===== src/rtl/br_update_queue_pkg.sv =====
// Shared sizing for the branch update queue. The core-wide widths are
// normally provided by constants.vh; fallbacks keep this slice self-contained.
`ifndef RV32_PC_WIDTH
`define RV32_PC_WIDTH 32
`endif
`ifndef GSH_GHR_WIDTH
`define GSH_GHR_WIDTH 8
`endif
`ifndef GSH_PHT_ENT_SEL
`define GSH_PHT_ENT_SEL 8
`endif
`ifndef BUQ_DEPTH
`define BUQ_DEPTH 8
`endif
`ifndef BUQ_TAG_WIDTH
`define BUQ_TAG_WIDTH 3
`endif

package br_update_queue_pkg;
  localparam int BUQ_DEPTH = `BUQ_DEPTH;
  localparam int BUQ_PC_W  = `RV32_PC_WIDTH;
  localparam int BUQ_GHR_W = `GSH_GHR_WIDTH;
  localparam int BUQ_TAG_W = `BUQ_TAG_WIDTH;
endpackage


===== src/rtl/br_update_queue.sv =====
// In-order queue of in-flight branches: allocate at dispatch, resolve out of
// order, retire in program order as one-cycle predictor update pulses.
module br_update_queue
  import br_update_queue_pkg::*;
#(
  parameter int DEPTH = BUQ_DEPTH,
  parameter int PC_W  = BUQ_PC_W,
  parameter int GHR_W = BUQ_GHR_W,
  parameter int TAG_W = $clog2(DEPTH)
) (
  input  logic             clk,
  input  logic             rst,
  input  logic             i_flush,
  input  logic             i_alloc_vld,
  input  logic [PC_W-1:0]  i_alloc_pc,
  input  logic [GHR_W-1:0] i_alloc_ghr,
  input  logic             i_alloc_pred_jmp,
  input  logic [PC_W-1:0]  i_alloc_pred_addr,
  output logic [TAG_W-1:0] o_alloc_tag,
  output logic             o_full,
  input  logic             i_res_vld,
  input  logic [TAG_W-1:0] i_res_tag,
  input  logic             i_res_jmpcond,
  input  logic [PC_W-1:0]  i_res_jmpaddr,
  input  logic             i_com_rdy,
  output logic             o_com_br,
  output logic [PC_W-1:0]  o_com_pc,
  output logic [GHR_W-1:0] o_com_ghr,
  output logic [PC_W-1:0]  o_com_jmpaddr,
  output logic             o_com_jmpcond,
  output logic             o_mispred,
  output logic [PC_W-1:0]  o_redirect_pc,
  output logic             o_empty
);

  function automatic logic isMispred(input logic predJmp, input logic [PC_W-1:0] predAddr,
                                     input logic jmpCond, input logic [PC_W-1:0] jmpAddr);
    return (predJmp != jmpCond) || (jmpCond && (predAddr != jmpAddr));
  endfunction

  logic [TAG_W:0]   r_head, r_tail;
  logic             r_valid    [DEPTH];
  logic             r_done     [DEPTH];
  logic [PC_W-1:0]  r_pc       [DEPTH];
  logic [GHR_W-1:0] r_ghr      [DEPTH];
  logic             r_predJmp  [DEPTH];
  logic [PC_W-1:0]  r_predAddr [DEPTH];
  logic             r_jmpCond  [DEPTH];
  logic [PC_W-1:0]  r_jmpAddr  [DEPTH];

  logic             r_comBr, r_comJmpCond, r_mispred;
  logic [PC_W-1:0]  r_comPc, r_comJmpAddr, r_redirectPc;
  logic [GHR_W-1:0] r_comGhr;

  logic [TAG_W-1:0] w_headIdx, w_tailIdx;
  logic             w_empty, w_full, w_doAlloc, w_doRes, w_doRetire;

  assign w_headIdx  = r_head[TAG_W-1:0];
  assign w_tailIdx  = r_tail[TAG_W-1:0];
  assign w_empty    = (r_head == r_tail);
  assign w_full     = (w_headIdx == w_tailIdx) && (r_head[TAG_W] != r_tail[TAG_W]);
  // Flush wins over every other same-cycle action.
  assign w_doAlloc  = i_alloc_vld && !w_full && !i_flush;
  assign w_doRes    = i_res_vld && r_valid[i_res_tag] && !i_flush;
  assign w_doRetire = r_valid[w_headIdx] && r_done[w_headIdx] && i_com_rdy && !i_flush;

  always_ff @(posedge clk or posedge rst) begin
    if (rst) begin
      r_head <= '0;
      r_tail <= '0;
    end else if (i_flush) begin
      r_head <= '0;
      r_tail <= '0;
    end else begin
      if (w_doAlloc)  r_tail <= r_tail + 1'b1;
      if (w_doRetire) r_head <= r_head + 1'b1;
    end
  end

  // Retire clears the head before a same-cycle resolve could touch it; the
  // head only becomes eligible from its registered done bit.
  always_ff @(posedge clk or posedge rst) begin
    if (rst) begin
      for (int i = 0; i < DEPTH; i++) begin
        r_valid[i]    <= 1'b0;
        r_done[i]     <= 1'b0;
        r_pc[i]       <= '0;
        r_ghr[i]      <= '0;
        r_predJmp[i]  <= 1'b0;
        r_predAddr[i] <= '0;
        r_jmpCond[i]  <= 1'b0;
        r_jmpAddr[i]  <= '0;
      end
    end else if (i_flush) begin
      for (int i = 0; i < DEPTH; i++) begin
        r_valid[i] <= 1'b0;
        r_done[i]  <= 1'b0;
      end
    end else begin
      for (int i = 0; i < DEPTH; i++) begin
        if (w_doRes && (i_res_tag == TAG_W'(i))) begin
          r_done[i]    <= 1'b1;
          r_jmpCond[i] <= i_res_jmpcond;
          r_jmpAddr[i] <= i_res_jmpaddr;
        end
        if (w_doRetire && (w_headIdx == TAG_W'(i))) begin
          r_valid[i] <= 1'b0;
          r_done[i]  <= 1'b0;
        end
        if (w_doAlloc && (w_tailIdx == TAG_W'(i))) begin
          r_valid[i]    <= 1'b1;
          r_done[i]     <= 1'b0;
          r_pc[i]       <= i_alloc_pc;
          r_ghr[i]      <= i_alloc_ghr;
          r_predJmp[i]  <= i_alloc_pred_jmp;
          r_predAddr[i] <= i_alloc_pred_addr;
        end
      end
    end
  end

  always_ff @(posedge clk or posedge rst) begin
    if (rst) begin
      r_comBr      <= 1'b0;
      r_mispred    <= 1'b0;
      r_comPc      <= '0;
      r_comGhr     <= '0;
      r_comJmpAddr <= '0;
      r_comJmpCond <= 1'b0;
      r_redirectPc <= '0;
    end else begin
      r_comBr <= w_doRetire;
      if (w_doRetire) begin
        r_comPc      <= r_pc[w_headIdx];
        r_comGhr     <= r_ghr[w_headIdx];
        r_comJmpAddr <= r_jmpAddr[w_headIdx];
        r_comJmpCond <= r_jmpCond[w_headIdx];
        r_mispred    <= isMispred(r_predJmp[w_headIdx], r_predAddr[w_headIdx],
                                  r_jmpCond[w_headIdx], r_jmpAddr[w_headIdx]);
        r_redirectPc <= r_jmpCond[w_headIdx] ? r_jmpAddr[w_headIdx]
                                             : r_pc[w_headIdx] + PC_W'(4);
      end else begin
        r_mispred <= 1'b0;
      end
    end
  end

  assign o_alloc_tag   = w_tailIdx;
  assign o_full        = w_full;
  assign o_empty       = w_empty;
  assign o_com_br      = r_comBr;
  assign o_com_pc      = r_comPc;
  assign o_com_ghr     = r_comGhr;
  assign o_com_jmpaddr = r_comJmpAddr;
  assign o_com_jmpcond = r_comJmpCond;
  assign o_mispred     = r_mispred;
  assign o_redirect_pc = r_redirectPc;

endmodule

===== config.mk =====
export PLATFORM = sky130hd
export DESIGN_NAME = br_update_queue
export DESIGN_NICKNAME = d
export VERILOG_FILES = /design/src/rtl/br_update_queue_pkg.sv /design/src/rtl/br_update_queue.sv
export SDC_FILE = /design/constraint.sdc
export NUM_CORES = 2
export LEC_CHECK = 0
export CAP_MARGIN = 20
export CORE_ASPECT_RATIO = 1.2
export CORE_MARGIN = 2
export CORE_UTILIZATION = 69
export DETAILED_ROUTE_END_ITERATION = 10
export DONT_BUFFER_PORTS = 1
export PLACE_DENSITY = 0.82
export SLEW_MARGIN = 30
export SYNTH_ARGS = -nofsm -noshare
export SYNTH_HDL_FRONTEND = slang
export SYNTH_SLANG_ARGS = --single-unit

===== constraint.sdc =====
create_clock -name clk -period 97.7 [get_ports clk]
set_input_delay 19.54 -clock clk [delete_from_list [all_inputs] [get_ports clk]]
set_output_delay 19.54 -clock clk [all_outputs]
set_load 0.02 [all_outputs]

==> impl_metrics.env <==
export IMPL_wl_met1_um=44300
export IMPL_async_flop_share_pct=100
export IMPL_cts_tree="yes"
export IMPL_combPwrFrac_pct=12.6
export IMPL_setup_violations=0
export IMPL_place_area_um2=45000
export IMPL_synth_area_leaders="dfrtp_1 55%, mux2_2 22%, mux4_2 7.4%"
export IMPL_yosysWarnings=0
export IMPL_critical_path_top_delay_family="simple AND/OR/NAND/NOR gates"
export IMPL_grt_ovfl_total=0
export IMPL_hp_class="reg -> reg"
export IMPL_setup_tns_final_ns=0
export IMPL_cts_root_buf="clkbuf_16"
export IMPL_initial_core_util_pct=69.4
export IMPL_r2r_cells=9
export IMPL_synth_seq_area_share_pct=54.9
export IMPL_cts_hold_buf=0
export IMPL_top_layer="met5"
export IMPL_fin_skew_ns=0.0238
export IMPL_chipWidth_um=236
export IMPL_fmax_mhz=45.8
export IMPL_cts_made_buffers=94
export IMPL_vias=26200
export IMPL_placementRows=102
export IMPL_fin_nets=3049
export IMPL_grt_pass1_wl_um=172000
export IMPL_antenna_found_initial=2
export IMPL_required_ns=98.24
export IMPL_area_delta_synth_final_pct=7.82
export IMPL_dpl_hpwl_um=70100
export IMPL_syn_area_per_cell_um2=15.0
export IMPL_swShare_pct=24.8
export IMPL_switchingPower_uw=238
export IMPL_cts_max_level=3
export IMPL_r2r_slack_ns=93.11
export IMPL_synth_distinct_cells=61
export IMPL_met3WireLength_um=9100
export IMPL_place_gp_congestion=0.831
export IMPL_wirelength_um=113000
export IMPL_dieArea_um2=66800
export IMPL_power_uw=960
export IMPL_critPathCaptureType="flop"
export IMPL_hold_path_end="r_predAddr[196]$_DFFE_PP0P_"
export IMPL_syn_nets=3097
export IMPL_hold_viol=0
export IMPL_whs_path_depth=1
export IMPL_cts_setup_buffers=0
export IMPL_worstSetupStartpointType="input port"
export IMPL_rsz0062_at_grt="false"
export IMPL_synth_seq_cells=979
export IMPL_p_int_uw=722
export IMPL_hp_start="r_predAddr[196]$_DFFE_PP0P_"
export IMPL_syn_area_um2=44600
export IMPL_coreArea_um2=64300
export IMPL_grt_pass1_vias=28100
export IMPL_synth_top_area_share_pct=54.9
export IMPL_post_route_period_util_pct=22.4
export IMPL_power_density_nw_per_um2=20.0
export IMPL_grt_total_usage_pct=34.7
export IMPL_synth_main_ff_cell="dfrtp_1"
export IMPL_worst_slew_pin_slew_ns=1.02
export IMPL_critical_path_arrival_ns=22.40
export IMPL_wl_per_cell_um=29.7
export IMPL_final_antenna_net_count=0
export IMPL_drt_pass1_iter_count=5
export IMPL_clockBufferDepth=3
export IMPL_layout_drive_gt1_share_pct=42.4
export IMPL_path_depth=5
export IMPL_num_io_pins=227
export IMPL_ctsResizeCount=0
export IMPL_path_buf_inv=1
export IMPL_portBuffers=0
export IMPL_final_cell_mix="976 x dfrtp_1, 870 x mux2_2, 147 x mux4_2"
export IMPL_r2r_start="r_head[0]$_DFFE_PP0P_"
export IMPL_pwr_share_clk_pct=37.5
export IMPL_met2_length_um=55500
export IMPL_cap_violations=0
export IMPL_slowest_stage="buf_4"
export IMPL_die_y_um=283
export IMPL_timing_slew_headroom_pct=32.3
export IMPL_max_vdd_ir_drop_v=0.0000151
export IMPL_synth_edff_count=0
export IMPL_mostFrequentLayoutCell="dfrtp_1"
export IMPL_status="completed"
export IMPL_netlist_instances=2969
export IMPL_p_seq_share_pct=49.9
export IMPL_max_stage_delay_ns=0.86
export IMPL_clkLatencyLatePin_ns=0.67
export IMPL_synth_top_area_cell="dfrtp_1"
export IMPL_layout_min_cycle_time_ns=21.86
export IMPL_r2r_end="o_redirect_pc[30]$_DFFE_PP0P_"
export IMPL_p_leak_nw=22.6
export IMPL_cts_sinks=979
export IMPL_drt_iter0_drc=2326
export IMPL_path_clk_slew_ns=0.06
export IMPL_drv_slew=0
export IMPL_worstPathCellList="nand2_1 > nor2_1 > and3_4 > buf_4 > mux2_2"
export IMPL_fin_area_um2=48100
export IMPL_path_class="in -> reg"
export IMPL_crit_fanout=52
export IMPL_via_per_inst=6.85
export IMPL_grt_max_degree=193
export IMPL_drc=0
## synth_stat cells (all sizes together), types with 4 or more instances
cell type	instances
dfrtp	979
mux2	870
mux4	182
nand2	144
buf	141
mux2i	130
o21ai	87
nor2	61
clkbuf	55
a21oi	38
nand3	26
xnor2	24
a22oi	22
nor3	22
xor2	19
ha	13
inv	13
and3	12
a221o	10
nor2b	10
and2	9
nor4	9
a211oi	8
a22o	8
nand4	7
nor4b	7
or3	7
and4b	6
nor3b	6
a21o	5
a31oi	5
o211ai	5
or2	5
nand2b	4
nand3b	4
## registers in the layout (all words and copies together), names as in the netlist
name,flops
o_mispred,1
o_redirect_pc,32
r_predJmp,8
r_done,8
o_com_ghr,8
r_predAddr,256
o_com_jmpcond,1
r_jmpAddr,256
o_com_br,1
o_com_pc,32
r_ghr,64
r_tail,4
r_pc,256
r_head,4
o_com_jmpaddr,32
r_jmpCond,8
r_valid,8
## cell type report
cell class	instances	area [um^2]
antenna	1	2.50
clock buffer	131	2700
clock inverter	32	332
fill	3795	16200
inverter	15	71.3
multi-input combinational	1779	19000
sequential	979	24500
tap	832	1040
timing repair buffer	52	527
## worst max path at each step
stage	slack [ns]	end	startpoint
2_1_floorplan	50.62	o_com_br$_DFF_PP0_	rst
3_3_place_gp	74.60	r_pc[124]$_DFFE_PP0P_	rst
3_5_place_dp	74.60	r_jmpAddr[123]$_DFFE_PP0P_	rst
4_1_cts	75.29	r_jmpAddr[27]$_DFFE_PP0P_	rst
5_1_grt	75.45	r_pc[212]$_DFFE_PP0P_	rst
6_report	75.84	r_pc[217]$_DFFE_PP0P_	i_alloc_vld
## kinds of logic after synthesis
logic type                 Yosys count  share of synthesized area, %
xor gates and xnor gates            43                         0.844
adders and majority gates           13                         0.364
buffers and inverters              211                          2.93
and+or+nand+nor                    346                          3.97
AOI/OAI and AO/OA                  195                          2.66
muxes                             1182                          34.4
DFF                                979                          54.9
## stage by stage
stage | instances | setup WS (ns) | utilization (%) | hold slack [ns]
final | 3821 | 75.84 | 74.8 | 0.497
after global routing | 3820 | 75.45 | 74.8 | 0.509
after CTS | 3816 | 75.29 | 74.6 | 0.500
after detailed placement | 3653 | 74.60 | 69.9 | 0.486
after global placement | 3653 | 74.60 | 69.9 | 0.479
after floorplan | 2969 | 50.62 | - | 0.464
## per-layer routing
metal	up-vias	global-route usage, %
met1	14100	44.2
met5	-	0.794
met4	2	15.4
met3	225	8.54
li1	10800	-
met2	1018	57.4
## power groups by stage
stage	Sequential, mW	Combinational, mW	Clock [mW]
6_report	0.479	0.121	0.361
3_3_place_gp	0.479	0.114	0
2_1_floorplan	0.477	0.0936	0
3_5_place_dp	0.485	0.120	0
4_1_cts	0.478	0.121	0.365
5_1_grt	0.483	0.130	0.381
Power figures use the tool's default switching activity.
